[src/rtl/lamp_state_encoder.sv]
// Recovers the active-light count from a thermometer-coded lamp status vector by scanning a
// snapshot one bit per clock, LSB first, and flags non-thermometer codes and count overflow.
module lamp_state_encoder #(
    parameter int unsigned NUM_LIGHTS = 16,
    parameter int unsigned CNT_W      = 4
) (
    input  logic                  clk,
    input  logic                  rst_n,
    input  logic                  start,
    input  logic [NUM_LIGHTS-1:0] lights_state,
    output logic                  busy,
    output logic [CNT_W-1:0]      active_lights,
    output logic                  thermo_err,
    output logic                  overflow,
    output logic                  out_valid,
    input  logic                  out_ready
);

    localparam int unsigned IDX_W  = (NUM_LIGHTS > 1) ? $clog2(NUM_LIGHTS) : 1;
    localparam int unsigned CNT_IW = CNT_W + 1;
    localparam logic [CNT_IW-1:0] CNT_MAX  = CNT_IW'((1 << CNT_W) - 1);
    localparam logic [IDX_W-1:0]  IDX_LAST = IDX_W'(NUM_LIGHTS - 1);

    typedef enum logic [1:0] {StIdle, StScan, StDone} state_e;

    state_e                state;
    logic [NUM_LIGHTS-1:0] snap;
    logic [IDX_W-1:0]      idx;
    logic [CNT_IW-1:0]     cnt;
    logic                  seen_zero;
    logic                  err;

    logic                  cur_bit;
    logic [CNT_IW-1:0]     cnt_next;
    logic                  err_next;

    // Count and error including the bit under examination, so the last bit can feed the
    // registered result in the same edge that enters DONE.
    always_comb begin
        cur_bit  = snap[idx];
        cnt_next = cnt + CNT_IW'(cur_bit);
        err_next = err | (cur_bit & seen_zero);
    end

    always_ff @(posedge clk) begin
        if (!rst_n) begin
            state         <= StIdle;
            snap          <= '0;
            idx           <= '0;
            cnt           <= '0;
            seen_zero     <= 1'b0;
            err           <= 1'b0;
            busy          <= 1'b0;
            out_valid     <= 1'b0;
            active_lights <= '0;
            thermo_err    <= 1'b0;
            overflow      <= 1'b0;
        end else begin
            case (state)
                StIdle: begin
                    if (start) begin
                        snap      <= lights_state;
                        idx       <= '0;
                        cnt       <= '0;
                        seen_zero <= 1'b0;
                        err       <= 1'b0;
                        busy      <= 1'b1;
                        state     <= StScan;
                    end
                end
                StScan: begin
                    cnt <= cnt_next;
                    err <= err_next;
                    if (!cur_bit) begin
                        seen_zero <= 1'b1;
                    end
                    idx <= idx + IDX_W'(1);
                    if (idx == IDX_LAST) begin
                        state         <= StDone;
                        out_valid     <= 1'b1;
                        overflow      <= (cnt_next > CNT_MAX);
                        thermo_err    <= err_next;
                        active_lights <= (cnt_next > CNT_MAX) ? CNT_MAX[CNT_W-1:0]
                                                              : cnt_next[CNT_W-1:0];
                    end
                end
                StDone: begin
                    // Result fields are left as-is so they remain readable after the handshake.
                    if (out_ready) begin
                        state     <= StIdle;
                        out_valid <= 1'b0;
                        busy      <= 1'b0;
                    end
                end
                default: begin
                    state     <= StIdle;
                    out_valid <= 1'b0;
                    busy      <= 1'b0;
                end
            endcase
        end
    end

endmodule

[config.mk]
export PLATFORM = sky130hd
export DESIGN_NAME = lamp_state_encoder
export DESIGN_NICKNAME = d
export VERILOG_FILES = /design/src/rtl/lamp_state_encoder.sv
export SDC_FILE = /design/constraint.sdc
export NUM_CORES = 1
export LEC_CHECK = 0
export CAP_MARGIN = 20
export CORE_ASPECT_RATIO = 0.7
export CORE_MARGIN = 3
export CORE_UTILIZATION = 56
export CTS_CLUSTER_DIAMETER = 60
export CTS_CLUSTER_SIZE = 28
export DETAILED_ROUTE_END_ITERATION = 8
export PLACE_DENSITY = 0.84
export SETUP_SLACK_MARGIN = 0.1
export SLEW_MARGIN = 0
export SYNTH_ARGS = -nofsm -noshare
export SYNTH_HDL_FRONTEND = slang
export SYNTH_SLANG_ARGS = --single-unit
[constraint.sdc]
create_clock -name clk -period 5.8 [get_ports clk]
set_input_delay 1.74 -clock clk [delete_from_list [all_inputs] [get_ports clk]]
set_output_delay 1.74 -clock clk [all_outputs]
set_load 0.005 [all_outputs]
### Word level (Yosys, flattened, before mapping)

Cells that the tools add are included.

* add/sub/neg operators: 2
* magnitude comparators: 2
* equal/unequal tests: 7
* multiplexer cells: 20
* bitwise operators: 4
* reduce and logical (&&, ||, !) cells: 9

Operator list (number)
* $reduce_and A3 Y1: 4
* $pmux W5 S2: 1
* $mux W4: 2
* $ne A2 B2 Y1 const B: 4
* $pmux W4 S2: 1
* $mux W1: 6
* $mux W2: 3
* $pmux W1 S3: 2
* $pmux W2 S3: 1
* $reduce_and A2 Y1: 3
* $add A5 B1 Y5: 1
* $gt A5 B4 Y1 const B: 1
* $lt A4 B5 Y1 const B: 1
* $mux W5: 1
* $add A4 B1 Y4 const B: 1
* $bmux W1 S4: 1
* $eq A4 B4 Y1 const B: 1
* $pmux W1 S2: 2
* $eq A2 B1 Y1 const B: 1
* $eq A2 B2 Y1 const B: 1
* $logic_not A2 Y1: 1
* $not A1 Y1: 2
* $reduce_bool A2 Y1: 1
* $and A1 B1 Y1: 1
* $or A1 B1 Y1: 1

* bits in registers: 37
* input port bits: 20
* output and inout port bits: 8

### Logic depth before layout (Yosys ltp)

Gate-level depths: netlist of the first run.

* word-level depth: 5
* gate-level depth with buffers: 10
* mapped depth without buffers: 9

### Least setup slack after synthesis of the first run

Ideal clock, no wire load.

* kind: input -> register
* start: in start
* end: reg snap[10]
* library setup time: 76 ps
* data arrival time: 2545 ps
* required time: 5724 ps
* setup slack: 3180 ps
* stages on the path: 5
* cell sequence: nand2b_1 nor2_1 clkbuf_1 nand2_1 a21boi_0

* word-level cells in the longest chain between the ends: 1

Ends and longest elaborated chain
* start, declared: RTL line 9 `input logic start,`
* $reduce_and A2 Y1 (no line)
* end signal, assigned: RTL line 62 `snap <= lights_state;`
* end, declared: RTL line 27 `logic [NUM_LIGHTS-1:0] snap;`

Every way passes these cells.
A chain may end at the register's enable or synchronous reset.

### Final worst setup path of the first run

* start: in start
* end: reg snap[0]

Same word-level chain as after synthesis.

==> results.toml, run 1 <==
[outcome]
status = "finished clean"

[timing]
setup_viol = 0
slew_headroom_pct = 36.2
tightest_slew_ps = 954
drv_slew = 0
grt_setup_unrepaired = "no"
fin_tns_setup_ps = 0
finalCriticalPeriod_ps = 3250
hold_viol = 0
finalClockSkew_ps = 3.97
fmax_mhz = 307
period_share_pct = 56.1

[cts]
cts_buffers = 5
numClockSinks = 37
clock_latency_ps = 290
post_cts_buffers = 0
ctsResizeCount = 0
cts.clk_slew.worst_paths_ps = 70
cts_root_buf = "clkbuf_8"
clock_path_buffers = 2
cts_tree = "done"
htreeDepth = 2
postCtsHoldBufs = 0

[placed_design]
globalplace.congestion = 0.822
hpwl_um = 2520
port_buffers = 27

[critical_path]
cp_max_fo = 16
worstSetupStartpointType = "input pin"
critPathArrivalTime_ps = 3460
cp_slowest_cell = "nor2_1"
worst-path-buf-inv = 1
cp.required_ps = 6010
path_cells = "clkdlybuf4s50_1 > nand2b_1 > nor2_1 > nand2_1 > a21boi_0"
slowest_delay_ps = 720
endpoint_kind = "register"
critPathKind = "input pin to register"
r2r_slack_ps = 2880
path_delay_family = "simple AND/OR/NAND/NOR gates"

[route]
antenna_left = 0
post-route-drc-count = 0
dr_total_vias = 1357
post_drt_wl_per_cell_um = 15.6
avgViaCountPerCell = 5.68
routed_wl_um = 3730
first_pass_iters = 4
drtIter0Drc = 116

[logic_synthesis]
synth_area_leader_cell = "dfxtp_1"
synth_seq_cells = 37
synth_warnings = 0
synth_top_cell_area_share_pct = 44.9
synth_area_um2 = 1650
ys_seq_area_share_pct = 44.9
synthCells = 179
syn_nets = 202
avgSynthCellArea_um2 = 9.22
synth.distinct_cells = 30
synth.area.top_cells = "dfxtp_1 45%, nand2_1 8.6%, a21boi_0 8.2%"

[cells_and_area]
area_growth_syn_to_layout_pct = 23.7
layout_commonest_cell = "nand2_1"
antennaDiodeCount = 0
layout.nets = 227
most-common-layout-cells = "38 x nand2_1, 37 x dfxtp_1, 27 x clkdlybuf4s50_1"
layout-drive-gt1-share_pct = 10.7

[grt]
antenna_found_initial = 0
gr-total-overflow = 0
grt_max_degree = 39
grt_pass1_vias = 1270
grt.total_usage_pct = 22.3
grt_pass1_wl_um = 6150

[worst_hold_path]
min_path_type = "register to register"

[floorplan]
core-area_um2 = 2630
io_pins = 28
rows = 15
dieHeight_um = 51.4
die-area_um2 = 3640
start_util_pct = 62.8
die_w_um = 70.9

[pwr]
p_total_mw = 0.520
p_per_area_nw_per_um2 = 254
p_leak_nw = 0.775
irDropWorstVdd_mv = 0.188

[flow_run]
max_cap_viol_count = 0
[per-stage QoR]
step	instance area [µm²]	utilization [%]	std cells	hold slack, ps	worst slack (ps)
finish	2040	77.7	239	470	2550
global route	2040	77.7	239	487	2320
CTS	2020	76.8	238	471	2520
detailed placement	1920	72.9	230	462	2300
global placement	1920	72.9	230	454	2360
floorplan	1650	-	179	440	3180
[report_power, final]
| part | switching [mW] | total [mW] | internal (mW) |
|---|---|---|---|
| combinational | 0.0223 | 0.0500 | 0.0277 |
| sequential | 0.00761 | 0.271 | 0.263 |
| clock | 0.0915 | 0.199 | 0.107 |
| total | 0.121 | 0.520 | 0.398 |
[metal layers]
layer | GRT usage [%] | routed length (µm) | vias to the layer above
met1 | 29.0 | 1720 | 639
li1 | - | - | 667
met5 | 0 | 0 | -
met2 | 35.8 | 1740 | 43
met4 | 7.50 | 40 | 0
met3 | 6.09 | 230 | 8
[logic make-up (layout without fill, tap and decap cells)]
logic type	count (synthesis)	after routing	synth area share (%)
simple gates	67	67	18.4
buf+inv	15	41	4.02
mux	10	10	9.70
flops	37	37	44.9
fa+ha+maj	3	3	2.27
compound gates	44	44	19.1
xor+xnor	3	3	1.59
[cells in the mapped netlist]
cell type,count
and3_1,1
nor2_2,1
o21ai_0,6
ha_1,3
nor2_1,5
a22oi_1,6
nand2b_1,1
dfxtp_1,37
clkbuf_1,7
nor2b_1,10
o221a_2,4
xnor2_1,1
buf_2,2
o211a_1,2
nand3_1,5
a21oi_1,6
mux2i_2,2
a21boi_0,18
nor3_1,2
and2_1,2
mux4_2,4
buf_6,1
nand4_1,1
nor3b_1,1
mux2_2,2
mux2i_1,2
inv_1,5
o21ai_1,2
nand2_1,38
xor2_1,2
[registers in the layout (all words and copies together), names as in the netlist, 2 cells and up]
name           count
cnt                5
active_lights      4
snap              16
idx                4
state              2
[cell type report]
type                       count  area (µm²)
multi-input combinational    127         843
sequential                    37         741
fill                         187         586
timing repair buffer          28         295
clock buffer                   7        96.3
tap                           34        42.5
inverter                       5        18.8
clock inverter                 1        5.00
[worst paths after layout]
kind / startpoint / endpoint / cells past startpoint
setup / recovery: start / snap[0] / 5
hold / removal: snap[10] / snap[10] / 2
setup reg to reg: idx[1] / active_lights[0] / 9
hold reg to reg: snap[10] / snap[10] / 2
[tightest hold or removal path: cells and delay by family, from the launching register on]
family	cells	cell delay (ps)
flip-flops	1	320
AO/OA/AOI/OAI	1	60
AND/OR/NAND/NOR	1	50
Power figures use the tool's default switching activity.
==> run 2: changes to the inputs <==
--- a/config.mk
+++ b/config.mk
@@ -8,11 +8,11 @@
 export CAP_MARGIN = 20
 export CORE_ASPECT_RATIO = 0.7
 export CORE_MARGIN = 3
-export CORE_UTILIZATION = 56
+export CORE_UTILIZATION = 47
 export CTS_CLUSTER_DIAMETER = 60
 export CTS_CLUSTER_SIZE = 28
 export DETAILED_ROUTE_END_ITERATION = 8
-export PLACE_DENSITY = 0.84
+export PLACE_DENSITY = 0.75
 export SETUP_SLACK_MARGIN = 0.1
 export SLEW_MARGIN = 0
 export SYNTH_ARGS = -nofsm -noshare
==> constraint.sdc (replaced) <==
create_clock -name clk -period 2.8 [get_ports clk]
set_input_delay 0.84 -clock clk [delete_from_list [all_inputs] [get_ports clk]]
set_output_delay 0.84 -clock clk [all_outputs]
set_load 0.005 [all_outputs]
==> run 2 against run 1 <==
Final cell count increased by 7.1%. Power increased by 96%. Clock power increased by 79%. Combinational power increased by 110%. First-iteration DRC count decreased by 19%. Sequential power increased by 110%. Setup slack got worse by 2300 ps. Via count decreased by 0.15%. Critical endpoint is now active_lights[2]. Largest power group unchanged.
==> results.toml, run 2 (same netlist as run 1, synthesis figures left out) <==
[timing]
grt_setup_unrepaired = "no"
slew_headroom_pct = 57.2
worst_hold_slack_ps = 466
tightest_slew_ps = 640
period_share_pct = 90.7
finalClockSkew_ps = 3.42
hold_viol = 0
drv_slew = 0
finalCriticalPeriod_ps = 2540
setup_viol = 0
fin_tns_setup_ps = 0
fmax_mhz = 394

[critical_path]
cp_max_fo = 6
cp.required_ps = 2980
r2r_cells = 9
regToRegStartpoint = "idx[1]"
critPathCapture = "active_lights[2]"
worst_r2r_endpoint = "active_lights[2]"
worstSetupStartpointType = "register"
endpoint_kind = "register"
r2r_slack_ps = 260
critPathKind = "register to register"
critPathLaunch = "idx[1]"
critPathArrivalTime_ps = 2720

[placed_design]
globalplace.congestion = 0.828
place_area_um2 = 1950
placedCellCount = 246
hpwl_um = 2650
port_buffers = 27

[route]
avgViaCountPerCell = 5.29
dr_wl_met3_um = 175
first_pass_iters = 4
dr_total_vias = 1355
post_drt_wl_per_cell_um = 14.7
m1WireLength_um = 1810
post-route-drc-count = 0
routed_wl_um = 3760
top_layer = "met4"
wl_met2_um = 1710
drtIter0Drc = 94
antenna_left = 0

[cells_and_area]
layout.nets = 231
reg_top3 = "snap (16), cnt (5)"
largest_register_ffs = 16
most-common-layout-cells = "38 x nand2_1, 36 x dfxtp_1, 27 x clkdlybuf4s50_1"
layoutNonFillerInstCount = 256
antennaDiodeCount = 0
area_growth_syn_to_layout_pct = 24.7
layout-drive-gt1-share_pct = 12.0
layout_commonest_cell = "nand2_1"
finish.utilization_pct = 63.2
registers.top_by_ff_count = "snap"
final_cell_area_um2 = 2060

[grt]
gr-total-overflow = 0
grt_max_degree = 39
grt.total_usage_pct = 18.7
grt_pass1_vias = 1334
grt_pass1_wl_um = 6220
antenna_found_initial = 0

[cts]
postCtsHoldBufs = 0
clock_path_buffers = 2
cts_tree = "done"
cts.clk_slew.worst_paths_ps = 70
cts_buffers = 5
numClockSinks = 37
clock_latency_ps = 290
cts_root_buf = "clkbuf_8"
htreeDepth = 2

[floorplan]
core-area_um2 = 3250
die_w_um = 76.8
start_util_pct = 50.7
io_pins = 28
die-area_um2 = 4270
dieHeight_um = 55.6
rows = 17

[pwr]
power_frac_comb_pct = 10.1
seqPwrFrac_pct = 55.0
intPower_mw = 0.779
p_leak_nw = 0.771
clockPowerShare_pct = 34.9
irDropWorstVdd_mv = 0.306
sw_frac_of_total_pct = 23.6
p_per_area_nw_per_um2 = 496
switchingPower_mw = 0.241

[outcome]
status = "finished clean"

[flow_run]
max_cap_viol_count = 0

[worst_hold_path]
min_path_type = "register to register"
## run 2: cell types whose count changed in the layout (fill, tap and decap cells not counted), sizes merged
cell,change
buf,+5
clkinv,-1
## run 2: critical path, cell delays in order, from the launching register on
cell and delay (ps):
dfxtp_4 410, mux4_2 530, mux2i_2 200, mux2i_2 120, ha_1 210, ha_1 250, nand3_2 120, xor2_1 180
nand2_1 140, o221a_2 280
## run 2: how the worst min path moves through the flow
stage	startpoint	endpoint	slack, ps	cells after the start
floorplan	snap[12]	snap[12]	440	2
global placement	snap[6]	snap[6]	460	2
detailed placement	snap[6]	snap[6]	460	2
CTS	snap[4]	snap[4]	470	2
global route	snap[14]	snap[14]	490	2
finish	snap[5]	snap[5]	470	2
## run 2: power groups by stage
stage | clock, mW | sequential [mW] | combinational (mW)
4_1_cts | 0.359 | 0.562 | 0.103
6_report | 0.356 | 0.561 | 0.103
2_1_floorplan | 0 | 0.565 | 0.0611
5_1_grt | 0.385 | 0.563 | 0.115
3_3_place_gp | 0 | 0.573 | 0.0985
3_5_place_dp | 0 | 0.573 | 0.102
## run 2: metal layers
| layer | up-vias | global-route usage, % |
|---|---|---|
| met4 | 0 | 8.53 |
| met5 | - | 0 |
| li1 | 675 | - |
| met3 | 6 | 5.02 |
| met2 | 30 | 29.5 |
| met1 | 644 | 24.1 |
## run 2: stage by stage
| stage | worst slack [ps] | power (mW) |
|---|---|---|
| 6_report | 262 | 1.02 |
| 3_3_place_gp | 196 | 0.671 |
| 5_1_grt | 120 | 1.06 |
| 2_1_floorplan | 369 | 0.626 |
| 3_5_place_dp | 38.4 | 0.675 |
| 4_1_cts | 156 | 1.02 |
## run 2: repair_timing
item	4_1_cts	5_1_grt
gates resized for setup	1	2
buffers inserted	0	2
pin swaps	0	1
setup endpoints to repair	4	4
## run 2: cell type report
type,instances,area [µm²]
Tap cell,47,58.8
Clock buffer,8,80.1
Timing Repair Buffer,32,308
Fill cell,278,1200
Multi-Input combinational cell,127,848
Inverter,5,18.8
Sequential cell,37,744
